### src/rtl/adder_share_arb.sv
// Two-requester round-robin front end for the shared 16-bit carry-lookahead add/sub unit.
// Requests are served one at a time: IDLE (grant) -> EXEC (compute) -> RESP (return result).
module adder_share_arb #(
    parameter bit RR_INIT = 1'b0
) (
    input  logic        clk,
    input  logic        rst_n,
    input  logic        r0_valid,
    output logic        r0_ready,
    input  logic [15:0] r0_a,
    input  logic [15:0] r0_b,
    input  logic        r0_sub,
    input  logic        r0_sign,
    output logic        r0_rsp_valid,
    input  logic        r0_rsp_ready,
    output logic [15:0] r0_sum,
    output logic        r0_ovf,
    input  logic        r1_valid,
    output logic        r1_ready,
    input  logic [15:0] r1_a,
    input  logic [15:0] r1_b,
    input  logic        r1_sub,
    input  logic        r1_sign,
    output logic        r1_rsp_valid,
    input  logic        r1_rsp_ready,
    output logic [15:0] r1_sum,
    output logic        r1_ovf,
    output logic        busy,
    output logic        owner,
    output logic [1:0]  dbg_state
);

    // Handshakes: a request/response transfers on a rising edge where valid and
    // ready are both high; valid never depends on ready, ready may depend on valid.
    typedef enum logic [1:0] {
        S_IDLE = 2'd0,
        S_EXEC = 2'd1,
        S_RESP = 2'd2
    } state_t;

    state_t      r_state;
    state_t      w_next;
    logic        r_ptr;
    logic        r_owner;
    logic [15:0] r_a;
    logic [15:0] r_b;
    logic        r_sub;
    logic        r_sign;
    logic [15:0] r_sum;
    logic        r_ovf;

    logic        w_grant_id;
    logic        w_accept;
    logic        w_rsp_done;

    logic [15:0] w_b_eff;
    logic [15:0] w_g;
    logic [15:0] w_p;
    logic [15:0] w_sum;
    logic        w_cout;
    logic        w_ovf;
    logic        w_gg;
    logic        w_gp;
    logic        w_gc;
    logic        w_c;

    // Arbitration and FSM next state.
    always_comb begin
        w_grant_id = (r0_valid && r1_valid) ? r_ptr : r1_valid;
        w_accept   = (r_state == S_IDLE) && (r0_valid || r1_valid);
        w_rsp_done = (r_state == S_RESP) && (r_owner ? r1_rsp_ready : r0_rsp_ready);
        w_next     = r_state;
        case (r_state)
            S_IDLE:  if (w_accept) w_next = S_EXEC;
            S_EXEC:  w_next = S_RESP;
            S_RESP:  if (w_rsp_done) w_next = S_IDLE;
            default: w_next = S_IDLE;
        endcase
    end

    // 4x4-bit carry-lookahead: group generate/propagate choose each group carry-in,
    // bits inside a group resolve from that carry-in.
    always_comb begin
        w_b_eff = r_b ^ {16{r_sub}};
        w_g     = r_a & w_b_eff;
        w_p     = r_a ^ w_b_eff;
        w_sum   = '0;
        w_gc    = r_sub;
        w_c     = 1'b0;
        w_gg    = 1'b0;
        w_gp    = 1'b0;
        for (int j = 0; j < 4; j++) begin
            w_gg = w_g[4*j+3]
                 | (w_p[4*j+3] & w_g[4*j+2])
                 | (w_p[4*j+3] & w_p[4*j+2] & w_g[4*j+1])
                 | (w_p[4*j+3] & w_p[4*j+2] & w_p[4*j+1] & w_g[4*j]);
            w_gp = &w_p[4*j +: 4];
            w_c  = w_gc;
            for (int k = 0; k < 4; k++) begin
                w_sum[4*j+k] = w_p[4*j+k] ^ w_c;
                w_c          = w_g[4*j+k] | (w_p[4*j+k] & w_c);
            end
            w_gc = w_gg | (w_gp & w_gc);
        end
        w_cout = w_gc;
        w_ovf  = r_sign ? ((r_a[15] == w_b_eff[15]) && (w_sum[15] != r_a[15])) : w_cout;
    end

    always_ff @(posedge clk) begin
        if (!rst_n) begin
            r_state <= S_IDLE;
            r_ptr   <= RR_INIT;
            r_owner <= RR_INIT;
            r_a     <= '0;
            r_b     <= '0;
            r_sub   <= 1'b0;
            r_sign  <= 1'b0;
            r_sum   <= '0;
            r_ovf   <= 1'b0;
        end else begin
            r_state <= w_next;
            if (w_accept) begin
                r_owner <= w_grant_id;
                r_a     <= w_grant_id ? r1_a    : r0_a;
                r_b     <= w_grant_id ? r1_b    : r0_b;
                r_sub   <= w_grant_id ? r1_sub  : r0_sub;
                r_sign  <= w_grant_id ? r1_sign : r0_sign;
            end
            if (r_state == S_EXEC) begin
                r_sum <= w_sum;
                r_ovf <= w_ovf;
            end
            // Priority moves only when a response completes.
            if (w_rsp_done) begin
                r_ptr <= ~r_owner;
            end
        end
    end

    assign r0_ready     = w_accept && !w_grant_id;
    assign r1_ready     = w_accept && w_grant_id;
    assign r0_rsp_valid = (r_state == S_RESP) && !r_owner;
    assign r1_rsp_valid = (r_state == S_RESP) && r_owner;
    assign r0_sum       = r_sum;
    assign r1_sum       = r_sum;
    assign r0_ovf       = r_ovf;
    assign r1_ovf       = r_ovf;
    assign busy         = (r_state != S_IDLE);
    assign owner        = r_owner;
    assign dbg_state    = r_state;

endmodule

### config.mk
export PLATFORM = sky130hd
export DESIGN_NAME = adder_share_arb
export DESIGN_NICKNAME = d
export VERILOG_FILES = /design/src/rtl/adder_share_arb.sv
export SDC_FILE = /design/constraint.sdc
export NUM_CORES = 1
export LEC_CHECK = 0
export BUFFER_PORTS_ARGS = -buffer_cell sky130_fd_sc_hd__buf_2
export CORE_ASPECT_RATIO = 1.25
export CORE_MARGIN = 4
export CORE_UTILIZATION = 40
export CTS_CLUSTER_SIZE = 14
export DETAILED_ROUTE_END_ITERATION = 6
export PLACE_DENSITY = 0.74
export SYNTH_ARGS = -nofsm -noshare
export SYNTH_HDL_FRONTEND = slang
export SYNTH_SLANG_ARGS = --single-unit
### constraint.sdc
create_clock -name clk -period 8.03 [get_ports clk]
set_clock_uncertainty 0.05 [all_clocks]
set_input_delay 1.606 -clock clk [delete_from_list [all_inputs] [get_ports clk]]
set_output_delay 1.606 -clock clk [all_outputs]
set_load 0.005 [all_outputs]
# Yosys cells after proc, flatten, opt, wreduce, memory -nomap -nowiden
# Index checks and enable logic that the tools add are counted.
[word_totals] ff_bits=55 inputBits=74 out_inout_bits=42 elab_cells=127
[op_classes] n_eq_ne=6 n_mux=10 bitwise_logic=84 reduce_logical=18
[op_table] operator="$and 1x1->1" n=36
[op_table] operator="$mux 16" n=2
[op_table] operator="$xor 16x16->16" n=2
[op_table] operator="$or 1x1->1" n=28
[op_table] operator="$and 16x16->16" n=1
[op_table] operator="$reduce_and 4->1" n=4
[op_table] operator="$xor 1x1->1" n=16
[op_table] operator="$logic_and 1x1->1" n=8
[op_table] operator="$pmux 2 s3" n=1
[op_table] operator="$mux 1" n=5
[op_table] operator="$mux 2" n=2
[op_table] operator="$ne 2x2->1 const B" n=2
[op_table] operator="$eq 2x1->1 const B" n=1
[op_table] operator="$eq 2x2->1 const B" n=1
[op_table] operator="$logic_not 1->1" n=2
[op_table] operator="$logic_not 2->1" n=1
[op_table] operator="$reduce_and 2->1" n=1
[op_table] operator="$reduce_bool 2->1" n=1
[op_table] operator="$eq 1x1->1" n=1
[op_table] operator="$logic_or 1x1->1" n=1
[op_table] operator="$ne 1x1->1" n=1
[op_table] operator="$not 1->1" n=1

# Depth between registers and ports, before layout
[logic_depth] ltp_word=21 mapped_depth=16 ltp_nobuf=14

# Worst setup path before layout
# Ideal clock, no wire load.
[synth_path] path_kind="input-to-output" from="in r0_valid" to="out r1_ready" t_arrival_ps=2199 required_ps=6374 slack_ps=4175 stages=4 path_buffers=1 cell_sequence="inv_1 o21ai_1 nor2_2 buf_2"
[synth_via] elab_chain_len=3 elab_cells_between_ends=5 classes_between="mux: 1; reduce/logical: 4"
[synth_rtl] item="start: declaration" line="8" text="input logic r0_valid,"
[synth_rtl] item="$logic_and 1x1->1 / $logic_or 1x1->1 (equally long branches)" line="69, 70"
[synth_rtl] item="$mux 1 / $logic_and 1x1->1 (equally long branches)" line="69, 70"
[synth_rtl] item="$logic_and 1x1->1 *" line="141" text="assign r1_ready = w_accept && w_grant_id;"
[synth_rtl] item="end: declaration" line="19" text="output logic r1_ready,"
# Every way passes the cells marked *; elsewhere a longest branch is shown, timed or not.

# Worst setup path in the final report
[layout_path] from="reg r_sub" to="reg r_ovf (netlist: r0_ovf)"
[layout_via] elab_chain_len=21 elab_cells_between_ends=58 classes_between="eq/ne: 2; mux: 1; bitwise: 50; reduce/logical: 5"
[layout_rtl] item="start: declaration" line="47" text="logic r_sub;"
[layout_rtl] item="start signal: assignment" line="126" text="r_sub <= w_grant_id ? r1_sub : r0_sub;"
[layout_rtl] item="$xor 16x16->16" line="84" text="w_b_eff = r_b ^ {16{r_sub}};"
[layout_rtl] item="$xor 16x16->16 / $and 16x16->16 (equally long branches)" line="86, 85"
[layout_rtl] item="$and 1x1->1 (on tied branches)" line="94, 95, 96"
[layout_rtl] item="$or 1x1->1, or another cell as far along" line="94" text="| (w_p[4*j+3] & w_g[4*j+2])"
[layout_rtl] item="$or 1x1->1 / $and 1x1->1 (equally long branches)" line="95, 96"
[layout_rtl] item="$or 1x1->1" line="96" text="| (w_p[4*j+3] & w_p[4*j+2] & w_p[4*j+1] & w_g[4*j]);"
[layout_rtl] item="$or 1x1->1" line="103" text="w_gc = w_gg | (w_gp & w_gc);"
[layout_rtl] item="$and 1x1->1" line="103"
[layout_rtl] item="[... 5 more ...]"
[layout_rtl] item="$and 1x1->1" line="101" text="w_c = w_g[4*j+k] | (w_p[4*j+k] & w_c);"
[layout_rtl] item="$or 1x1->1" line="101"
[layout_rtl] item="$and 1x1->1" line="101"
[layout_rtl] item="$or 1x1->1" line="101"
[layout_rtl] item="$xor 1x1->1" line="100" text="w_sum[4*j+k] = w_p[4*j+k] ^ w_c;"
[layout_rtl] item="$ne 1x1->1" line="106" text="w_ovf = r_sign ? ((r_a[15] == w_b_eff[15]) && (w_sum[15] != r_a[15])) : w_cout;"
[layout_rtl] item="$logic_and 1x1->1" line="106"
[layout_rtl] item="$mux 1 *" line="106"
[layout_rtl] item="end signal: assignment" line="131" text="r_ovf <= w_ovf;"
[layout_rtl] item="end: declaration" line="50" text="logic r_ovf;"
# Marked as above.
# A chain may end at the register's enable or synchronous reset.

==> results.toml <==
[cells_and_area]
multi_input_area_um2 = 1587
utilization = 0.4910
share_of_cells_above_drive_strength_1 = 0.3260
antenna-diode-count = 0
seqCellArea_um2 = 1101
synthToLayoutAreaGrowth_pct = 20.34
fillers = 707
layout.nets = 511

[yosys]
yosysUniqueCellTypes = 33
ys_ff_latch = 55
part_of_the_yosys_area_used_for_sequential_elements = 0.3668
syn_area_per_cell_um2 = 9.380
synth_nets = 421
synthesis.yosys.warnings = 0
post_synth_inst_count = 320
netlist_area_um2 = 3002

[clocking]
clk-insertion-delay-late_ns = 0.31
cts_made_buffers = 5
cts_sink_count = 55
ctsRootBufferMaster = "clkbuf_8"
cts_setup_buffers = 0
number_of_resized_instances_in_the_post_cts_repair_step = 0
cts.hold.buffers_added = 0
cts_tree = "built"
clkTransAtPathRegs_ns = 0.10
htree_levels = 2
cts-root-to-sink-buffers = 2

[routing]
routed_wire_length_per_instance_um = 14.83
finalWirelength_mm = 7.459
drt_iter0_markers = 234
num_vias = 2653
postRouteAntennaNets = 0
detail_route.drc_violations = 13
drt-pass1-iter-count = 7
vias_per_cell = 5.274

[worst_setup_path]
critPathKind = "flip-flop to flip-flop"
setup.worst_path.end_class = "flip-flop"
worstPathArrival_ns = 4.46
setup.worst_path.start_class = "flip-flop"
endpoint_required_time_on_the_critical_path_ns = 8.22
critical_path.max_fanout = 20

[place]
routabilityCongestion = 0.7368
dpl_hpwl_mm = 5.729
place.port_buffers = 115
pre_cts_ws_ns = 3.773

[floorplanning]
core_region_area_um2 = 7357
io-pin-count = 116
die_width_um = 85.48
die_y_um = 104.9
starting_density = 0.4080
design.die.area_um2 = 8963
total_number_of_placement_rows = 35

[power]
max-vdd-ir-drop_uv = 128.0
net-switching-power_w = 0.0002304
portion_of_total_power_attributed_to_combinational_logic = 0.292
cellInternalPower_w = 0.0005024
power_density_nw_per_um2 = 202.8
proportion_of_power_drawn_by_the_clock_network = 0.258
static-leakage-power_nw = 1.751
seq_power_share = 0.450
switching_share = 0.3144

[timing]
rsz_0062_raised_after_global_routing = "no"
fin_crit_period_ns = 4.265
final.period_utilization = 0.5311
timing.final.setup_violations = 0
report.final.slew_viol_count = 0
setup_slack_ns = 3.765
fin_setup_tns_ns = 0
fmax_achieved_mhz = 234.5
worst_slew_margin_rel = 0.3859
worst-slew-pin-transition_ns = 0.9199
final_hold_vio_count = 0
final.hold.worst_slack_ns = 0.4288

[grt]
vias_in_the_first_global_route = 2518
global_route_total_usage_across_every_layer = 0.1624
antenna_found_initial = 0
global_route_total_overflow = 0
largest_net_degree_at_the_start_of_global_routing = 55
grt_first_pass_wirelength_mm = 11.86

[hold_path]
hp-class = "flip-flop to flip-flop"

[outcome]
run_status = "finished with violations"
violations = "design-rule violations"

[flow_run]
maxCapViolations = 0
power groups by stage:
stage	clock (W)	sequential (W)	combinational, W
floorplan	0	0.000327	0.000160
global placement	0	0.000336	0.000206
detailed placement	0	0.000337	0.000214
CTS	0.000193	0.000330	0.000216
global route	0.000204	0.000335	0.000242
finish	0.000189	0.000330	0.000214
placed cells by master (no fill, tap or decap), types with 2 or more instances in the layout:
cell      Yosys  final
mux2i_1       2      2
inv_2         2      2
o21a_1        2      2
nand2_1      13     13
a21o_1        2      2
inv_1        21     21
a21oi_1      13     13
nand4_1       3      3
nand3_1       3      3
xnor2_1       5      5
buf_4        17      4
nor2b_1       4      3
fa_1         11     11
ha_1         16     16
a222oi_1     34     34
dfxtp_1      55     55
clkbuf_8      0      6
nand2b_1      2      2
a211oi_1     13     13
nor2_1       54     54
xor2_1       17     17
nor2_2        2      2
buf_2        10    115
sequential cells by signal, summed over array words and instances (netlist names), 2 cells and up:
signal and count:
dbg_state 2, r0_sum 16, r_a 16, r_b 16
critical path, stage by stage (launching register included):
cell and delay [ns]:
dfxtp_1 0.94, xor2_1 0.22, ha_1 0.36, and3_1 0.21, a221oi_1 0.11, nand2b_1 0.16
o21a_1 0.12, nor2b_1 0.15, fa_1 0.43, fa_1 0.44, fa_1 0.43, xor2_1 0.16
o211ai_1 0.16, o2111ai_1 0.13, a21oi_1 0.13
metal layers:
| metal | vias to the layer above | wire length [µm] | track usage |
|---|---|---|---|
| li1 | 1311 | - | - |
| met1 | 1228 | 3116 | 0.2058 |
| met2 | 108 | 3752 | 0.2828 |
| met3 | 6 | 517 | 0.02760 |
| met4 | 0 | 73 | 0.04072 |
| met5 | - | 0 | 0 |
cell usage after synthesis:
master	n	share of area
o2111ai_1	1	0.0029
dfxtp_1	55	0.37
ha_1	16	0.067
a211oi_4	1	0.0067
nor2b_1	4	0.0083
mux2i_1	2	0.0067
and2_1	1	0.0021
nand2b_1	2	0.0042
and3_1	1	0.0021
o21ai_1	2	0.0033
o211ai_1	1	0.0025
xnor2_1	5	0.015
a21oi_1	13	0.022
inv_2	2	0.0025
o22ai_1	1	0.0021
nand3_1	3	0.0050
nor2_2	2	0.0042
fa_1	11	0.073
buf_4	17	0.043
nand4_1	3	0.0063
inv_1	21	0.026
a221oi_1	1	0.0029
nand2_1	13	0.016
o21a_1	2	0.0050
a222oi_1	34	0.11
nor2_1	54	0.068
buf_2	10	0.017
clkbuf_1	6	0.0075
a21o_1	2	0.0050
a211oi_1	13	0.033
o21ai_0	1	0.0017
buf_6	3	0.011
xor2_1	17	0.050
kinds of logic (layout without fill, tap and decap cells):
| kind of cell | count (synthesis) | after routing | share of synthesized area |
|---|---|---|---|
| buffers and inverters | 59 | 150 | 0.1067 |
| AOI/OAI and AO/OA | 72 | 72 | 0.1997 |
| and+or+nand+nor | 83 | 83 | 0.1159 |
| DFF | 55 | 55 | 0.3668 |
| xor gates and xnor gates | 22 | 22 | 0.06419 |
| muxes | 2 | 2 | 0.006670 |
| adders and majority gates | 27 | 27 | 0.1401 |
final cells by class:
| cell class | count | area share |
|---|---|---|
| clock inverter | 2 | 0.009699 |
| tap | 92 | 0.03187 |
| timing repair buffer | 119 | 0.1676 |
| inverter | 23 | 0.02390 |
| sequential | 55 | 0.3048 |
| multi-input combinational | 206 | 0.4392 |
| clock buffer | 6 | 0.02286 |
worst paths after layout:
path	to	start	depth (start not counted)	slack [ns]
setup / recovery	r0_ovf$_SDFFE_PN0N_	r_sub$_SDFFE_PN0P_	14	3.77
hold / removal	r0_sum[2]$_SDFFE_PN0N_	r0_sum[2]$_SDFFE_PN0N_	2	0.43
setup reg to reg	r0_ovf$_SDFFE_PN0N_	r_sub$_SDFFE_PN0P_	14	3.77
hold reg to reg	r0_sum[2]$_SDFFE_PN0N_	r0_sum[2]$_SDFFE_PN0N_	2	0.43
through the flow:
| step | power [W] | cell area (µm²) | cells |
|---|---|---|---|
| after floorplan | 0.0004869 | 3002 | 320 |
| after global placement | 0.0005424 | 3495 | 495 |
| after detailed placement | 0.0005507 | 3495 | 495 |
| after CTS | 0.0007398 | 3612 | 503 |
| after global routing | 0.0007804 | 3612 | 503 |
| final | 0.0007327 | 3612 | 503 |
Note: power is estimated with default switching activity, not from simulation.
